## src/rtl/char_video_generator.sv

```systemverilog
`default_nettype none
// ============================================================================
// Module   : char_video_generator
// Brief    : 80x24 text-mode pixel generator (8x16 glyphs, blinking block
//            cursor) fed by the sync generator's counters; 4-cycle pipeline.
// Revision : 1.0  initial release
// ============================================================================
module char_video_generator #(
  parameter int COLS         = 80,
  parameter int ROWS         = 24,
  parameter int HBP          = 48,
  parameter int VBP          = 35,
  parameter int BLINK_FRAMES = 35,
  parameter int LATENCY      = 4
) (
  input  logic        clk,
  input  logic        clr,
  input  logic [10:0] hc,
  input  logic [10:0] vc,
  input  logic        hblank,
  input  logic        vblank,
  input  logic        hsync,
  input  logic        vsync,
  input  logic [6:0]  cursor_x,
  input  logic [4:0]  cursor_y,
  output logic [10:0] char_addr,
  input  logic [7:0]  char_data,
  output logic [10:0] font_addr,
  input  logic [7:0]  font_data,
  output logic        video,
  output logic        hsync_out,
  output logic        vsync_out
);

  logic [10:0] pix_x, pix_y, row_ext;
  logic [6:0]  col;
  logic [4:0]  row;

  logic [10:0] char_addr_d, char_addr_q;
  logic [3:0]  gl1_d, gl1_q, gl2_q;
  logic [2:0]  xs1_d, xs1_q, xs2_q, xs3_q;
  logic        blank1_d, blank1_q, blank2_q, blank3_q;
  logic        txt1_d, txt1_q, txt2_q, txt3_q;
  logic        hit1_d, hit1_q, hit2_q, hit3_q;
  logic        rev3_q;
  logic        video_d, video_q;

  logic [LATENCY-1:0] hs_q, vs_q;

  logic        frame_tick;
  logic [5:0]  frame_cnt_d, frame_cnt_q;
  logic        blink_on_d, blink_on_q;

  logic        unused_pix_bits;

  // Stage 0: derive text cell coordinates; row*80 as (row<<6)+(row<<4)
  always_comb begin
    pix_x       = hc - 11'(HBP);
    pix_y       = vc - 11'(VBP);
    col         = pix_x[9:3];
    row         = pix_y[8:4];
    row_ext     = {6'd0, row};
    blank1_d    = hblank | vblank;
    txt1_d      = ~blank1_d & (row < 5'(ROWS)) & (col < 7'(COLS));
    hit1_d      = txt1_d & (col == cursor_x) & (row == cursor_y);
    char_addr_d = txt1_d ? ((row_ext << 6) + (row_ext << 4) + {4'd0, col}) : 11'd0;
    gl1_d       = pix_y[3:0];
    xs1_d       = pix_x[2:0];
  end

  assign unused_pix_bits = ^{pix_x[10], pix_y[10:9]};

  always_comb begin
    frame_tick  = (hc == 11'd0) && (vc == 11'd0);
    frame_cnt_d = frame_cnt_q;
    blink_on_d  = blink_on_q;
    if (frame_tick) begin
      if (frame_cnt_q == 6'(BLINK_FRAMES - 1)) begin
        frame_cnt_d = 6'd0;
        blink_on_d  = ~blink_on_q;
      end else begin
        frame_cnt_d = frame_cnt_q + 6'd1;
      end
    end
  end

  always_comb begin
    video_d = (font_data[3'd7 - xs3_q] ^ rev3_q ^ (hit3_q & blink_on_q)) & txt3_q & ~blank3_q;
  end

  always_ff @(posedge clk) begin
    if (clr) begin
      char_addr_q <= 11'd0;
      gl1_q       <= 4'd0;
      gl2_q       <= 4'd0;
      xs1_q       <= 3'd0;
      xs2_q       <= 3'd0;
      xs3_q       <= 3'd0;
      blank1_q    <= 1'b1;
      blank2_q    <= 1'b1;
      blank3_q    <= 1'b1;
      txt1_q      <= 1'b0;
      txt2_q      <= 1'b0;
      txt3_q      <= 1'b0;
      hit1_q      <= 1'b0;
      hit2_q      <= 1'b0;
      hit3_q      <= 1'b0;
      rev3_q      <= 1'b0;
      video_q     <= 1'b0;
      hs_q        <= '1;
      vs_q        <= '0;
      frame_cnt_q <= 6'd0;
      blink_on_q  <= 1'b1;
    end else begin
      char_addr_q <= char_addr_d;
      gl1_q       <= gl1_d;
      xs1_q       <= xs1_d;
      blank1_q    <= blank1_d;
      txt1_q      <= txt1_d;
      hit1_q      <= hit1_d;
      gl2_q       <= gl1_q;
      xs2_q       <= xs1_q;
      blank2_q    <= blank1_q;
      txt2_q      <= txt1_q;
      hit2_q      <= hit1_q;
      // char_data is valid this cycle, so its reverse bit joins stage 3 here
      rev3_q      <= char_data[7] & txt2_q;
      xs3_q       <= xs2_q;
      blank3_q    <= blank2_q;
      txt3_q      <= txt2_q;
      hit3_q      <= hit2_q;
      video_q     <= video_d;
      hs_q        <= {hs_q[LATENCY-2:0], hsync};
      vs_q        <= {vs_q[LATENCY-2:0], vsync};
      frame_cnt_q <= frame_cnt_d;
      blink_on_q  <= blink_on_d;
    end
  end

  assign char_addr = char_addr_q;
  assign font_addr = txt2_q ? {char_data[6:0], gl2_q} : 11'd0;
  assign video     = video_q;
  assign hsync_out = hs_q[LATENCY-1];
  assign vsync_out = vs_q[LATENCY-1];

endmodule
`default_nettype wire

```

## config.mk

```make
export PLATFORM = sky130hd
export DESIGN_NAME = char_video_generator
export DESIGN_NICKNAME = d
export VERILOG_FILES = /design/src/rtl/char_video_generator.sv
export SDC_FILE = /design/constraint.sdc
export NUM_CORES = 1
export LEC_CHECK = 0
export ABC_AREA = 1
export CAP_MARGIN = 40
export CORE_AREA = 2 2 69 97
export DETAILED_ROUTE_END_ITERATION = 8
export DIE_AREA = 0 0 71 99
export PLACE_DENSITY = 0.78
export SETUP_SLACK_MARGIN = 0.4
export SYNTH_ARGS = -nofsm -noshare
export SYNTH_HDL_FRONTEND = slang
export SYNTH_SLANG_ARGS = --single-unit
```

## constraint.sdc

```tcl
create_clock -name clk -period 3.6 [get_ports clk]
set_input_delay 0.9 -clock clk [delete_from_list [all_inputs] [get_ports clk]]
set_output_delay 0.9 -clock clk [all_outputs]
set_load 0.05 [all_outputs]
```

==> metrics.txt, run 1 <==
outcome=finished clean; post-synthesis adder-cell area fraction=8.00%; gr ovfl total=0; top-count cell post-synth=nand2_1; RSZ-0062 raised after global routing=true; vias per cell=4.69; die width=71 um; Hold Slack=406 ps; GRT Total Usage=18.6%; initial antenna violation count=0; Final Hold Vio Count=0; syn nets=488; Yosys cell types=28; R2R cell count=7; clock slew at reported path FFs=100 ps; WL per Instance=11.1 um; drc violations=0; max frequency=0.315 GHz; Hold Buf Count CTS=0; cell count after synthesis=415; I/O pins=81; top cells by count, synth=nand2_1, inv_1, nor2_1, dfxtp_1, nand3_1; Die Area=7030 sq um; num rows=34; Initial DRC Count=98; Syn-to-layout area delta=37.3%; Worst EP arrival=2270 ps; placed inst area=3750 sq um; Synth area leader=dfxtp_1; Hold Crit Endpoint=gl2_q[1]; area share of the largest cell type after synthesis=38.0%; worst-case clock skew=6.45 ps; Critical Path RT=2700 ps; Final Max Tran Viols=0; CP Launch Type=input port; worst reg2reg startpoint=frame_cnt_q[0]; TritonCTS clock tree=done; Worst-Skew Late Latency=310 ps; main combinational cell family by area after synthesis=simple AND/OR/NAND/NOR gates; hpwl dp=4980 um; R2R setup slack=2330 ps; cts bufs inserted=5; core footprint=6170 sq um; fraction of layout instances using a drive strength above 1=9.34%; final setup vio count=0; first-pass GRT wire length=10600 um; VDD IR-drop max=150 uV; largest net degree at the start of global routing=39; FF+latch count, synth=54; H-Tree Depth=2; # nets final=575; Synth area leaders=dfxtp_1, nand2_1, inv_1; Power Density=327 nW/um^2; Post-synth EDFFs=0; post-route ant nets=0; Synth Area in Simple Gates=34.1%; vias in the first global route=2542; Setup Crit Path Kind=in2out; vias=2696; XOR/XNOR share of the synthesized area=2.46%; Worst Hold Depth=2; Synth Flop Type=dfxtp_1; Die H=99 um; post-synthesis mux area share=0%; Finished Cell Area=3910 sq um; Worst Hold Class=reg2reg; PortBufs=80; Clock Sink Count=54; Root Buffer=clkbuf_8; leakage power=2.02 nW; Routed WL=6360 um; gp weighted congestion=0.908; final worst-path cycle share=88.1%; Compound-Gate Fraction of Synth Area=4.44%; async set or reset register ratio after synthesis=0%; # diodes=0; yosys warns=0; CP Max Fanout=1; starting density of the core=46.1%; register area share after synthesis=38.0%; Mean Syn Cell Area=6.86 sq um; DRT Pass-1 Iters=5; clk buf depth=2; Worst Tran Pin Value=517 ps; hold_sp=gl1_q[1]; Max Cap Viol=0; post-synthesis instance area=2850 sq um; Crit. End Element=output pin; capturing point of the worst reg2reg path=frame_cnt_q[0]; Period minus WS final=3170 ps; slew margin rel.=65.5%
## worst max-delay path by stage
stage | from | endpoint | slack [ps] | cells after the start
3_5_place_dp | vc[0] | char_addr[9] | -3 | 14
3_3_place_gp | vc[0] | char_addr[9] | 60 | 14
4_1_cts | vc[0] | char_addr[8] | 400 | 13
5_1_grt | hc[6] | char_addr[9] | 400 | 13
2_1_floorplan | vc[0] | char_addr[9] | 620 | 13
6_report | char_data[5] | font_addr[9] | 430 | 4
## flip-flops by register name, summed over array words and instances, names as in the netlist, 3 cells and up
register / cells
vs_q: 4
frame_cnt_q: 6
char_addr: 11
gl2_q: 4
xs2_q: 3
hs_q: 4
xs1_q: 3
xs3_q: 3
gl1_q: 4
## per-layer routing
layer / routed length (um) / up-vias / global-route usage, %
li1: - / 1413 / -
met1: 2610 / 1187 / 19.7
met5: 0 / - / 0
met4: 121 / 0 / 8.56
met3: 297 / 12 / 2.76
met2: 3340 / 84 / 35.2
## power breakdown
part	switching, W	internal, W	total, W
sequential	0.00000545	0.000615	0.000620
combinational	0.000158	0.000139	0.000297
clock	0.000214	0.000144	0.000359
## cell families (layout without fill, tap and decap cells)
kind of cell               count (synthesis)  after routing
and+or+nand+nor                          218            218
buffers and inverters                     97            185
DFF                                       54             54
AOI/OAI and AO/OA                         21             21
adders and majority gates                 17             17
xor gates and xnor gates                   8              8
## area by class of cell
| cell class | count | area, sq um |
|---|---|---|
| Fill cell | 552 | 2260 |
| Multi-Input combinational cell | 264 | 1430 |
| Sequential cell | 54 | 1080 |
| Timing Repair Buffer | 86 | 871 |
| Inverter | 91 | 342 |
| Tap cell | 72 | 90.1 |
| Clock buffer | 5 | 68.8 |
| Clock inverter | 3 | 28.8 |
## layout by cell type, fill, tap and decap left out, drive strengths merged
cell           instances
nor3b                  1
nand3                 34
clkbuf                 5
nor3                   3
buf                    6
xor2                   4
and3                   1
dlymetal6s2s          10
ha                    15
clkinv                 2
or2                    7
nand2                 97
inv                   92
nand4                  5
clkdlybuf4s50         70
a31oi                  1
a21o                   2
fa                     2
xnor2                  4
nand3b                 1
o21ai                  6
a21oi                 12
nor2                  69
dfxtp                 54
## metrics by stage
stage | setup WS (ps) | utilization, % | cells | setup TNS [ps] | total power, W
finish | 430 | 63.3 | 575 | 0 | 0.00128
global placement | 58.7 | 60.8 | 567 | 0 | 0.000918
global route | 400 | 63.3 | 575 | 0 | 0.00135
floorplan | 624 | - | 415 | 0 | 0.000808
CTS | 403 | 62.5 | 575 | 0 | 0.00129
detailed placement | -2.71 | 60.8 | 567 | -2.71 | 0.000924
## worst max-delay path, cell delays in order
cell and delay, ps:
clkdlybuf4s50_1 460, nand2_1 50, inv_1 70, clkdlybuf4s50_1 790
## repair_timing
action,CTS,global route
endpoints found under the setup margin,3,9
gates cloned,0,0
resized for setup,2,14
pin swaps,1,1
buffers inserted,0,0
Power figures use the tool's default switching activity.
==> run 2, diff against run 1 <==
--- a/config.mk
+++ b/config.mk
@@ -11,6 +11,7 @@
 export DETAILED_ROUTE_END_ITERATION = 8
 export DIE_AREA = 0 0 71 99
 export PLACE_DENSITY = 0.78
+export REMOVE_ABC_BUFFERS = 1
 export SETUP_SLACK_MARGIN = 0.4
 export SYNTH_ARGS = -nofsm -noshare
 export SYNTH_HDL_FRONTEND = slang
==> metrics.txt, run 2 (synthesized netlist as in run 1, its figures left out) <==
VDD IR-drop max=151 uV; Crit. End Element=output pin; most common cell after layout, fill and taps aside=inv_1; vias in the first global route=2598; max reg flops=11; drc violations=0; hold_sp=xs2_q[0]; worst reg2reg startpoint=frame_cnt_q[0]; CP Max Fanout=1; H-Tree Depth=2; Final Max Tran Viols=0; num rows=34; min setup slack post-route=434 ps; fraction of layout instances using a drive strength above 1=10.2%; Placed Cells=566; P_sw=0.000354 W; clock slew at reported path FFs=90 ps; Worst-Skew Late Latency=300 ps; # diodes=0; leakage power=2.02 nW; Clock power frac=25.8%; worst-case clock skew=2.19 ps; GRT Total Usage=18.2%; capturing point of the worst reg2reg path=frame_cnt_q[5]; internal power=0.000890 W; cts bufs inserted=5; hpwl dp=4940 um; Worst EP arrival=2270 ps; Worst Hold Depth=2; core footprint=6170 sq um; Critical Path RT=2700 ps; switching share of power=28.5%; Period minus WS final=3170 ps; DRT Pass-1 Iters=4; # nets final=575; PortBufs=80; Pwr Total=0.00124 W; slew margin rel.=66.0%; Die Area=7030 sq um; Max Cap Viol=0; Routed WL=6250 um; most frequent cells in the layout=inv_1, nand2_1, clkdlybuf4s50_1; Initial DRC Count=119; TritonCTS clock tree=done; register share of total power=49.9%; RSZ-0062 raised after global routing=false; R2R setup slack=2330 ps; gr ovfl total=0; Root Buffer=clkbuf_8; starting density of the core=46.1%; vias per cell=4.66; Syn-to-layout area delta=37.4%; outcome=finished clean; R2R cell count=7; clk buf depth=2; vias=2677; largest net degree at the start of global routing=39; CP Launch Type=input port; post-route ant nets=0; final worst-path cycle share=87.9%; I/O pins=81; Final Hold Vio Count=0; Power Density=318 nW/um^2; gp weighted congestion=0.903; first-pass GRT wire length=10500 um; Setup Crit Path Kind=in2out; Die H=99 um; Hold Crit Endpoint=xs3_q[0]; Clock Sink Count=54; combinational share of power=24.3%; max frequency=0.316 GHz; die width=71 um; initial antenna violation count=0; Place WS=-15.6 ps; Worst Hold Class=reg2reg; non-filler instance count after layout=574; final setup vio count=0; WL per Instance=10.9 um; Worst Tran Pin Value=509 ps
[run 2: cell types whose count changed in the layout (fill, tap and decap cells not counted), moves of 2 or more]
cell and delta:
ha_1 -2, clkinv_4 -2, clkdlybuf4s50_1 -2, nand2_1 -2
nand2_2 +2, clkinvlp_4 +2, ha_2 +2
[run 2: layer usage]
layer,routed length (um),global-route usage (%),up-vias
met5,0,0,-
met4,125,7.26,0
met3,318,2.86,11
met2,3300,35.0,72
met1,2510,19.3,1182
li1,-,-,1412
[run 2: worst max-delay path by stage]
stage,from,to,slack [ps],depth (start not counted)
finish,char_data[2],font_addr[6],430,4
global route,hc[6],char_addr[9],400,13
global placement,vc[1],char_addr[9],30,15
detailed placement,vc[1],char_addr[9],-20,15
floorplan,vc[0],char_addr[9],620,13
CTS,vc[0],char_addr[10],410,17
[run 2: cell type report]
class	instances	area (sq um)
tap	72	90.1
inverter	91	342
timing repair buffer	86	872
multi-input combinational	264	1440
sequential	54	1080
clock inverter	2	15.0
clock buffer	5	68.8
fill	553	2260
[run 2: critical path, stage by stage]
cell and delay, ps:
clkdlybuf4s50_1 460, nand2_1 50, inv_1 60, clkdlybuf4s50_1 790
[run 2: repair_timing]
action                     4_1_cts  5_1_grt
buffers inserted                 0        1
pin swaps                        1        1
hold buffers                     0        0
gates resized for setup          3       20
setup endpoints to repair        3        8
[run 2: per-stage QoR]
stage / instance area, sq um / hold slack [ps] / util, % / setup TNS (ps)
2_1_floorplan: 2820 / 388 / - / 0
3_3_place_gp: 3740 / 388 / 60.7 / 0
3_5_place_dp: 3740 / 393 / 60.7 / -15.6
4_1_cts: 3830 / 407 / 62.1 / 0
5_1_grt: 3910 / 411 / 63.4 / 0
6_report: 3910 / 405 / 63.4 / 0
[run 2: power groups by stage]
| stage | clock network, W | registers, W | logic, W |
|---|---|---|---|
| 6_report | 0.000321 | 0.000620 | 0.000303 |
| 5_1_grt | 0.000360 | 0.000622 | 0.000339 |
| 4_1_cts | 0.000335 | 0.000621 | 0.000294 |
| 3_5_place_dp | 0 | 0.000635 | 0.000292 |
| 3_3_place_gp | 0 | 0.000634 | 0.000284 |
| 2_1_floorplan | 0 | 0.000649 | 0.000154 |
==> run 3, diff against run 2 <==
--- a/config.mk
+++ b/config.mk
@@ -7,9 +7,9 @@
 export LEC_CHECK = 0
 export ABC_AREA = 1
 export CAP_MARGIN = 40
-export CORE_AREA = 2 2 69 97
+export CORE_AREA = 2 2 81 83
 export DETAILED_ROUTE_END_ITERATION = 8
-export DIE_AREA = 0 0 71 99
+export DIE_AREA = 0 0 83 85
 export PLACE_DENSITY = 0.78
 export REMOVE_ABC_BUFFERS = 1
 export SETUP_SLACK_MARGIN = 0.4
==> metrics.txt, run 3 (synthesized netlist as in run 1, its figures left out) <==
outcome=finished clean; Max Cap Viol=0; Finished Cell Area=3920 sq um; worst-case clock skew=2.03 ps; Clock Sink Count=54; VDD IR-drop max=176 uV; vias per cell=4.60; Syn-to-layout area delta=37.7%; hpwl dp=5050 um; GRT Total Usage=17.9%; switching share of power=29.1%; fraction of layout instances using a drive strength above 1=10.2%; Final Max Tran Viols=0; first-pass GRT wire length=10500 um; max frequency=0.316 GHz; Root Buffer=clkbuf_8; TritonCTS clock tree=done; placed inst area=3750 sq um; Pwr Total=0.00126 W; cts bufs inserted=5; core footprint=6200 sq um; CP Max Fanout=1; final design utilization=63.2%; RSZ-0062 raised after global routing=true; register share of total power=49.3%; Routed WL=6310 um; num rows=29; CP Launch Type=input port; gp weighted congestion=0.840; Critical Path RT=2700 ps; # nets final=574; internal power=0.000893 W; Place WS=-37.7 ps; Worst Tran Pin Value=521 ps; vias=2657; clk buf depth=2; drc violations=0; slew margin rel.=65.1%; Worst-Skew Late Latency=300 ps; Crit. End Element=output pin; initial antenna violation count=0; Worst Hold Class=reg2reg; # diodes=0; Die Area=7060 sq um; final worst-path cycle share=87.9%; H-Tree Depth=2; hold_sp=xs2_q[0]; min setup slack post-route=435 ps; most frequent cells in the layout=inv_1, nand2_1, clkdlybuf4s50_1; combinational share of power=24.5%; P_sw=0.000366 W; WL per Instance=10.9 um; non-filler instance count after layout=578; Placed Cells=571; I/O pins=81; R2R setup slack=2360 ps; Die H=85 um; DRT Pass-1 Iters=4; gr ovfl total=0; final setup vio count=0; PortBufs=80; R2R cell count=7; Initial DRC Count=60; Period minus WS final=3170 ps; leakage power=2.02 nW; starting density of the core=45.9%; worst reg2reg startpoint=frame_cnt_q[0]; Clock power frac=26.2%; Power Density=321 nW/um^2; Worst EP arrival=2270 ps; Worst Hold Depth=2; max reg flops=11; Hold Crit Endpoint=xs3_q[0]; Final Hold Vio Count=0; clock slew at reported path FFs=90 ps; vias in the first global route=2536; largest net degree at the start of global routing=39; capturing point of the worst reg2reg path=frame_cnt_q[5]; Setup Crit Path Kind=in2out; post-route ant nets=0; die width=83 um; most common cell after layout, fill and taps aside=inv_1
## run 3: changes by cell type in the layout (fill, tap and decap cells not counted), sizes merged
cell           before  now
clkdlybuf4s50      68   70
inv                91   92
dlymetal6s2s       11    9
buf                 6    5
clkinvlp            2    0
clkinv              0    1
## run 3: power groups by stage
stage                     Clock, W  Sequential, W  Combinational, W
final                     0.000330       0.000620          0.000309
after global routing      0.000365       0.000622          0.000342
after CTS                 0.000338       0.000620          0.000297
after detailed placement         0       0.000634          0.000292
after global placement           0       0.000634          0.000285
after floorplan                  0       0.000649          0.000154
## run 3: stage by stage
step / TNS, ps / hold WS [ps]
6_report: 0 / 406
5_1_grt: 0 / 419
4_1_cts: 0 / 405
3_5_place_dp: -37.7 / 393
3_3_place_gp: 0 / 389
2_1_floorplan: 0 / 388
## run 3: timing repair
action	CTS	global route
pin swaps	2	5
resized for setup	4	20
setup buffers	0	0
setup endpoints to repair	4	9
hold buffers	0	0
## run 3: worst max path at each step
| stage | endpoint | from | slack [ps] |
|---|---|---|---|
| finish | font_addr[7] | char_data[3] | 430 |
| global route | char_addr[9] | hc[4] | 360 |
| CTS | char_addr[9] | vc[0] | 420 |
| detailed placement | char_addr[9] | vc[1] | -40 |
| global placement | char_addr[9] | vc[1] | 30 |
| floorplan | char_addr[9] | vc[0] | 620 |
## run 3: layout make-up
cell class,count,area [sq um]
sequential,54,1080
clock inverter,2,13.8
timing repair buffer,85,860
tap,77,96.3
clock buffer,5,68.8
fill,546,2290
inverter,91,342
multi-input combinational,264,1460
## run 3: worst max-delay path, stage by stage
cell and delay, ps:
clkdlybuf4s50_1 450, nand2_1 50, inv_1 70, clkdlybuf4s50_1 800
## run 3: per-layer routing
layer / share of wire, % / track usage (%)
met1: 41 / 19.2
met2: 50 / 33.8
met3: 6.1 / 4.86
met4: 1.9 / 5.96
met5: 0 / 0
